==> src/rtl/stream_pattern_gen.sv <==
// Dual-channel AXI-Stream test-pattern source (counter / PRBS / constant) with an
// IPIF register bank for control, word limit, seed and status.
module stream_pattern_gen #(
  parameter int unsigned C_S_AXI_ADDR_WIDTH = 32,
  parameter int unsigned C_S_AXI_DATA_WIDTH = 32,
  parameter int unsigned N_REG              = 5
) (
  input  logic                            clk,
  input  logic                            reset,

  output logic [31:0]                     M_AXIS_0_TDATA,
  output logic                            M_AXIS_0_TVALID,
  input  logic                            M_AXIS_0_TREADY,
  output logic [31:0]                     M_AXIS_1_TDATA,
  output logic                            M_AXIS_1_TVALID,
  input  logic                            M_AXIS_1_TREADY,

  input  logic                            IPIF_Bus2IP_resetn,
  input  logic [C_S_AXI_ADDR_WIDTH-1:0]   IPIF_Bus2IP_Addr,
  input  logic                            IPIF_Bus2IP_RNW,
  input  logic [C_S_AXI_DATA_WIDTH/8-1:0] IPIF_Bus2IP_BE,
  input  logic                            IPIF_Bus2IP_CS,
  input  logic [N_REG-1:0]                IPIF_Bus2IP_RdCE,
  input  logic [N_REG-1:0]                IPIF_Bus2IP_WrCE,
  input  logic [C_S_AXI_DATA_WIDTH-1:0]   IPIF_Bus2IP_Data,
  output logic [C_S_AXI_DATA_WIDTH-1:0]   IPIF_IP2Bus_Data,
  output logic                            IPIF_IP2Bus_WrAck,
  output logic                            IPIF_IP2Bus_RdAck,
  output logic                            IPIF_IP2Bus_Error
);

  localparam logic [31:0] PrbsTaps = 32'h0040_0007;

  typedef enum logic [1:0] {StIdle, StRun, StDrain} state_e;
  typedef enum logic [1:0] {ModeCounter = 2'd0, ModePrbs = 2'd1, ModeConst = 2'd2,
                            ModeCounterAlt = 2'd3} mode_e;

  // Register bank
  logic [31:0] mode_reg_q, limit_reg_q, seed_reg_q;
  logic        cmd_start, cmd_stop, cmd_inject;

  always_ff @(posedge clk) begin
    if (!IPIF_Bus2IP_resetn) begin
      mode_reg_q  <= '0;
      limit_reg_q <= '0;
      seed_reg_q  <= '0;
    end else begin
      if (IPIF_Bus2IP_WrCE[1]) mode_reg_q  <= IPIF_Bus2IP_Data[31:0];
      if (IPIF_Bus2IP_WrCE[2]) limit_reg_q <= IPIF_Bus2IP_Data[31:0];
      if (IPIF_Bus2IP_WrCE[3]) seed_reg_q  <= IPIF_Bus2IP_Data[31:0];
    end
  end

  // reg0 is a write-pulse register: commands last only for the write cycle
  assign cmd_start  = IPIF_Bus2IP_WrCE[0] & IPIF_Bus2IP_Data[0];
  assign cmd_stop   = IPIF_Bus2IP_WrCE[0] & IPIF_Bus2IP_Data[1];
  assign cmd_inject = IPIF_Bus2IP_WrCE[0] & IPIF_Bus2IP_Data[2];

  // Core state
  state_e      state_q;
  mode_e       mode_q;
  logic [31:0] gen_q;
  logic [30:0] words_sent_q;
  logic        inject_q;
  logic [31:0] tdata0_q, tdata1_q;
  logic        tvalid0_q, tvalid1_q;

  logic        busy;
  logic        free0, free1, issue, limit_hit, drain_done;
  logic [30:0] words_inc;
  logic [31:0] gen_next, seed_load;

  assign busy       = (state_q != StIdle);
  assign free0      = ~tvalid0_q | M_AXIS_0_TREADY;
  assign free1      = ~tvalid1_q | M_AXIS_1_TREADY;
  assign issue      = (state_q == StRun) & free0 & free1;
  assign words_inc  = words_sent_q + 31'd1;
  assign limit_hit  = (limit_reg_q != 32'd0) && ({1'b0, words_inc} == limit_reg_q);
  // Both channels will have no word outstanding after this edge
  assign drain_done = ~(tvalid0_q & ~M_AXIS_0_TREADY) & ~(tvalid1_q & ~M_AXIS_1_TREADY);

  // PRBS cannot run from the all-zero state
  assign seed_load = ((mode_reg_q[1:0] == ModePrbs) && (seed_reg_q == 32'd0)) ? 32'd1
                                                                              : seed_reg_q;

  always_comb begin
    gen_next = gen_q + 32'd1;
    unique case (mode_q)
      ModePrbs:  gen_next = {gen_q[30:0], 1'b0} ^ (gen_q[31] ? PrbsTaps : 32'd0);
      ModeConst: gen_next = gen_q;
      default:   gen_next = gen_q + 32'd1;
    endcase
  end

  always_ff @(posedge clk) begin
    if (reset) begin
      state_q      <= StIdle;
      mode_q       <= ModeCounter;
      gen_q        <= '0;
      words_sent_q <= '0;
      inject_q     <= 1'b0;
      tdata0_q     <= '0;
      tdata1_q     <= '0;
      tvalid0_q    <= 1'b0;
      tvalid1_q    <= 1'b0;
    end else begin
      if (cmd_inject) inject_q <= 1'b1;
      // Retire accepted words; an issue below overrides this
      if (tvalid0_q && M_AXIS_0_TREADY) tvalid0_q <= 1'b0;
      if (tvalid1_q && M_AXIS_1_TREADY) tvalid1_q <= 1'b0;

      unique case (state_q)
        StIdle: begin
          if (cmd_start) begin
            gen_q        <= seed_load;
            mode_q       <= mode_e'(mode_reg_q[1:0]);
            words_sent_q <= '0;
            state_q      <= StRun;
          end
        end
        StRun: begin
          if (issue) begin
            tdata0_q     <= gen_q;
            tdata1_q     <= gen_q ^ {31'd0, inject_q};
            tvalid0_q    <= 1'b1;
            tvalid1_q    <= 1'b1;
            words_sent_q <= words_inc;
            gen_q        <= gen_next;
            // A fresh inject arriving with this issue stays pending for the next word
            inject_q     <= cmd_inject;
            if (limit_hit) state_q <= StDrain;
          end
          if (cmd_stop) state_q <= StDrain;
        end
        StDrain: begin
          if (drain_done) state_q <= StIdle;
        end
        default: state_q <= StIdle;
      endcase
    end
  end

  assign M_AXIS_0_TDATA  = tdata0_q;
  assign M_AXIS_0_TVALID = tvalid0_q;
  assign M_AXIS_1_TDATA  = tdata1_q;
  assign M_AXIS_1_TVALID = tvalid1_q;

  // Register read-back
  logic [31:0] rd_data;

  always_comb begin
    rd_data = '0;
    if (IPIF_Bus2IP_RdCE[1]) rd_data = mode_reg_q;
    if (IPIF_Bus2IP_RdCE[2]) rd_data = limit_reg_q;
    if (IPIF_Bus2IP_RdCE[3]) rd_data = seed_reg_q;
    if (IPIF_Bus2IP_RdCE[4]) rd_data = {busy, words_sent_q};
  end

  assign IPIF_IP2Bus_Data  = rd_data;
  assign IPIF_IP2Bus_WrAck = |IPIF_Bus2IP_WrCE;
  assign IPIF_IP2Bus_RdAck = |IPIF_Bus2IP_RdCE;
  assign IPIF_IP2Bus_Error = 1'b0;

  logic unused_ipif;
  assign unused_ipif = ^{IPIF_Bus2IP_Addr, IPIF_Bus2IP_RNW, IPIF_Bus2IP_BE, IPIF_Bus2IP_CS};

endmodule

==> config.mk <==
export PLATFORM = sky130hd
export DESIGN_NAME = stream_pattern_gen
export DESIGN_NICKNAME = d
export VERILOG_FILES = /design/src/rtl/stream_pattern_gen.sv
export SDC_FILE = /design/constraint.sdc
export NUM_CORES = 1
export LEC_CHECK = 0
export CAP_MARGIN = 10
export CORE_ASPECT_RATIO = 1.75
export CORE_MARGIN = 3
export CORE_UTILIZATION = 52
export CTS_CLUSTER_SIZE = 14
export DETAILED_ROUTE_END_ITERATION = 10
export PLACE_DENSITY = 0.78
export SLEW_MARGIN = 20
export SYNTH_ARGS = -nofsm -noshare
export SYNTH_HDL_FRONTEND = slang
export SYNTH_SLANG_ARGS = --single-unit
==> constraint.sdc <==
create_clock -name clk -period 3.4 [get_ports clk]
set_input_delay 0.34 -clock clk [delete_from_list [all_inputs] [get_ports clk]]
set_output_delay 0.34 -clock clk [all_outputs]
set_load 0.005 [all_outputs]
Word level (Yosys, flattened, before mapping):

Index checks and enable logic that the tools add are counted.

* bits in latches: 0
* logic and storage cells: 88
* output and inout port bits: 101
* register bits: 230
* memories kept: 0
* RAM bits: 0
* bits of input ports: 85
* memory bits (read-only): 0

* equal/unequal tests: 12
* mux-type cells: 28
* reduce and logical (&&, ||, !) cells: 16
* $lt $le $gt $ge: 0
* bitwise gates (word level): 18
* div/mod/pow operators: 0
* shift operators: 0
* multipliers: 0
* add/subtract/negate cells: 2

Operators with widths (count)
* 2-to-1 mux 32 bit: 7
* case mux 32 bit (2 select lines): 2
* 2-to-1 mux 31 bit: 2
* case mux 31 bit (2 select lines): 1
* adder 32 x 1 -> 32 bit (second input constant): 1
* equality test 31 x 32 -> 1 bit: 1
* zero test 32 bit: 1
* nonzero test 32 bit: 1
* bitwise XOR 32 x 1 -> 32 bit: 1
* bitwise XOR 32 x 23 -> 32 bit: 1
* adder 31 x 1 -> 31 bit (second input constant): 1
* 2-to-1 mux 23 bit: 1
* 2-to-1 mux 2 bit: 5
* OR reduction 5 bit: 2
* 2-to-1 mux 1 bit: 9
* bitwise AND 1 bit: 8
* inequality test 2 bit (second input constant): 4
* AND reduction 4 bit: 2
* equality test 2 x 1 -> 1 bit (second input constant): 3
* inequality test 3 bit (second input constant): 2
* inverter 1 bit: 6
* case mux 2 bit (3 select lines): 1
* equality test 2 bit (second input constant): 2
* logical AND 1 bit: 4
* 5 further kinds: 8

Longest topological paths before layout:

* word-level depth: 7
* mapped depth: 9
* gate-level depth less buffers: 8

Worst setup path before layout:

No wires, ideal clock.

* kind: flip-flop to flip-flop
* start point: reg words_sent_q[1]
* end point: reg state_q[0]
* arrival time: 2.222 ns
* path slack: 1.052 ns
* data required time: 3.274 ns
* path buffers: 0
* cell stages (with the launch flop): 9
* library setup time: 0.126 ns
* clock period less this slack: 2.348 ns
* path through: dfxtp_1 > ha_1 > nand3_1 > or4_4 > nor3_4 > xnor2_1 > nor4_2 > nand4_1 > o2bb2ai_1

* word-level cells in the longest chain between the ends: 5

Ends and longest elaborated chain
* from (decl): line 63 `logic [30:0] words_sent_q;`
* from (signal assigned): line 127 `words_sent_q <= words_inc;`
* adder 31 x 1 -> 31 bit: line 77 `assign words_inc = words_sent_q + 31'd1;`
* equality test 31 x 32 -> 1 bit: line 78 `assign limit_hit = (limit_reg_q != 32'd0) && ({1'b0, words_inc} == limit_reg_q);`
* logical AND 1 bit: line 78
* inequality test 3 bit (no line)
* AND reduction 4 bit (no line)
* to (signal assigned): line 97 `state_q <= StIdle;`
* to (signal assigned): line 118 `state_q <= StRun;`
* to (signal assigned): line 131 `if (limit_hit) state_q <= StDrain;`
* to (decl): line 60 `state_e state_q;`

Every way passes these cells.
A chain may end at the register's enable or synchronous reset.

Worst setup path in the final report:

* start point: reg words_sent_q[0]
* end point: reg state_q[0]

The elaborated chain is that of the path after synthesis.

==> results.yml <==
status:
  status: "finished clean"
global_routing:
  grt_max_degree: 88
  grt_first_pass_wirelength_um: 58600
  grt_pass1_vias: 10700
  grt-ovfl-total: 0
  grt_antenna_before_repair: 1
  grt_use_total: 0.309
finish:
  nets: 1613
  fillers: 1976
  diodes: 0
  seqCellArea_sq_um: 3980
  drive_gt1_frac: 0.0676
  final_cells: 1830
  multi_input_comb_area_sq_um: 6720
  syn_to_final_growth_pct: 16.5
  layout_commonest_cell: "dfxtp_1"
  final_cell_mix: "199 x dfxtp_1, 184 x nand2_1, 166 x a21oi_1"
route:
  drt_wl_total_um: 37500
  vias_per_cell: 6.05
  drtIter0Drc: 713
  antenna_left: 0
  dr.pass1.iters: 5
  route.detailed.drc: 0
  vias: 11100
  wl_per_cell_um: 20.5
synth:
  ys_ff_latch: 199
  yosysSeqAreaShare: 0.347
  yosysWarningCount: 0
  synth_area_sq_um: 11500
  synthCells: 1484
  synth.distinct_cells: 72
  synth_edf_count: 0
  synth_flop_cell: "dfxtp_1"
  synth.net_count: 1572
  synthArstFlopShare: 0
  syn_area_per_cell_sq_um: 7.74
pwr:
  p_sw_frac: 0.310
  p_comb_frac: 0.188
  clkPwrFrac: 0.347
  power.density_nw_per_um2: 434
  power.switching_uw: 1800
  intPower_uw: 4010
  power_frac_seq: 0.465
  cellLeakagePower_uw: 0.00473
  vdd_ir_drop_max_v: 0.000297
timing:
  fin_crit_sh: 0.868
  fmax_mhz: 339
  worst_pin_slew_ns: 0.933
  fin_tns_setup_ns: 0
  period_minus_slack_ns: 2.95
  drv_slew: 0
  finClkSkew_ns: 0.0168
  layout_setup_ws_ns: 0.450
  rsz0062_at_grt: "no"
  slew_headroom: 0.378
  hold_viol: 0
  setup_viol: 0
die:
  fp.coreArea_sq_um: 21600
  start_util: 0.532
  io_pins: 186
  dieArea_sq_um: 24000
  dieWidth_um: 118
  die_y_um: 203
  num_rows: 71
cts:
  clkTransAtPathRegs_ns: 0.08
  ctsHoldBuffers: 0
  clk_latency_ns: 0.46
  cts-root-buf: "clkbuf_16"
  postCtsSetupBuffers: 0
  cts_tree: "built"
  cts_buffers: 17
  htree_num_levels: 4
  clock_path_buffers: 2
  cts_resized: 0
  clock-sinks: 199
setup_path:
  reg2reg_from: "words_sent_q[0]"
  r2r_slack_ns: 0.45
  cp-start-kind: "flip-flop"
  crit_fanout: 10
  criticalPathCategory: "flip-flop to flip-flop"
  setup.worst_path.end: "state_q[0]"
  worst-r2r-cell-count: 9
  crit_arrival_ns: 3.25
  required_ns: 3.70
  cp-end-kind: "flip-flop"
  r2r_end: "state_q[0]"
  critPathLaunch: "words_sent_q[0]"
run:
  maxCapViolCount: 0
placed_design:
  pre_cts_ws_ns: 0.490
  dp_hpwl_um: 27500
  port_buffers: 146
  dp.cells: 1798
  gp_congestion: 0.988
hold_path:
  hold_class: "input pin to flip-flop"
==> power by group through the flow <==
stage	combinational, uW	sequential (uW)	clock [uW]
finish	1090	2700	2020
global route	1200	2720	2130
CTS	1080	2700	2050
detailed placement	1080	2750	0
global placement	1050	2740	0
floorplan	759	2650	0
==> area by class of cell <==
| class | count | share of cell area |
|---|---|---|
| Inverter | 8 | 0.00224 |
| Sequential cell | 199 | 0.297 |
| Multi-Input combinational cell | 1117 | 0.502 |
| Tap cell | 292 | 0.0273 |
| Clock buffer | 20 | 0.0341 |
| Clock inverter | 12 | 0.00869 |
| Timing Repair Buffer | 182 | 0.128 |
==> worst max-delay path: stages (launching register included) <==
cell       delay [ns]
dfxtp_1          0.55
ha_1             0.26
nand3_1          0.30
nor4_1           0.43
buf_4            0.19
a41oi_1          0.12
nor4_1           0.28
and4_1           0.30
nand4_1          0.19
o2bb2ai_1        0.17
==> metal layers <==
metal  share of wire  up-vias  track usage  wire, um
met1            0.36     5205        0.324     13600
met5         0.00035        -            0        13
li1                -     5240            -         -
met4           0.075        2        0.226      2800
met2            0.51      463        0.551     19000
met3           0.056      157       0.0527      2110
==> cell families (layout without fill, tap and decap cells) <==
logic type | Yosys count | count (layout) | share of synthesized area
multiplexers | 101 | 101 | 0.0880
adder cells (fa/ha/maj) | 3 | 3 | 0.00327
AND/OR/NAND/NOR | 613 | 613 | 0.273
AO/OA/AOI/OAI | 343 | 343 | 0.176
other | 1 | 1 | 0.000326
XOR/XNOR | 56 | 56 | 0.0427
flip-flops | 199 | 199 | 0.347
buffers and inverters | 168 | 222 | 0.0695
==> metrics by stage <==
stage	util	total power, uW	area (sq um)	hold WS (ns)
after floorplan	-	3410	11500	0.453
after global placement	0.594	3790	12800	0.445
after detailed placement	0.594	3830	12800	0.457
after CTS	0.620	5830	13400	0.343
after global routing	0.620	6050	13400	0.391
final	0.620	5810	13400	0.365
==> Yosys cell counts, types with 9 or more instances <==
library cell / n / area share
a211oi_1: 34 / 0.022
a21oi_1: 166 / 0.072
and4_1: 9 / 0.0069
buf_2: 19 / 0.0083
buf_4: 38 / 0.025
clkbuf_1: 94 / 0.031
dfxtp_1: 199 / 0.35
mux2i_1: 101 / 0.088
nand2_1: 184 / 0.060
nand3_1: 25 / 0.011
nand4_1: 22 / 0.012
nor2_1: 144 / 0.047
nor2b_1: 99 / 0.054
nor3_1: 36 / 0.016
nor4_1: 33 / 0.018
o21ai_0: 74 / 0.032
xnor2_1: 46 / 0.035
xor2_1: 10 / 0.0076
==> state kept, by name, summed over array words and instances, names as in the netlist <==
register / flops
gen_q: 32
mode_q: 2
seed_reg_q: 32
limit_reg_q: 32
M_AXIS_1_TVALID: 1
M_AXIS_0_TVALID: 1
mode_reg_q: 32
words_sent_q: 31
inject_q: 1
M_AXIS_1_TDATA: 1
M_AXIS_0_TDATA: 32
state_q: 2
==> worst min-delay path by stage <==
stage	end	slack, ns	depth (start not counted)	startpoint
final	mode_reg_q[24]	0.37	2	IPIF_Bus2IP_resetn
after global routing	mode_reg_q[24]	0.39	2	IPIF_Bus2IP_resetn
after CTS	mode_reg_q[24]	0.34	2	IPIF_Bus2IP_resetn
after detailed placement	M_AXIS_0_TDATA[0]	0.46	2	M_AXIS_0_TDATA[0]
after global placement	M_AXIS_0_TDATA[0]	0.45	2	M_AXIS_0_TDATA[0]
after floorplan	mode_q[0]	0.45	2	mode_reg_q[0]
No activity file was read; power rests on OpenSTA's default activity.
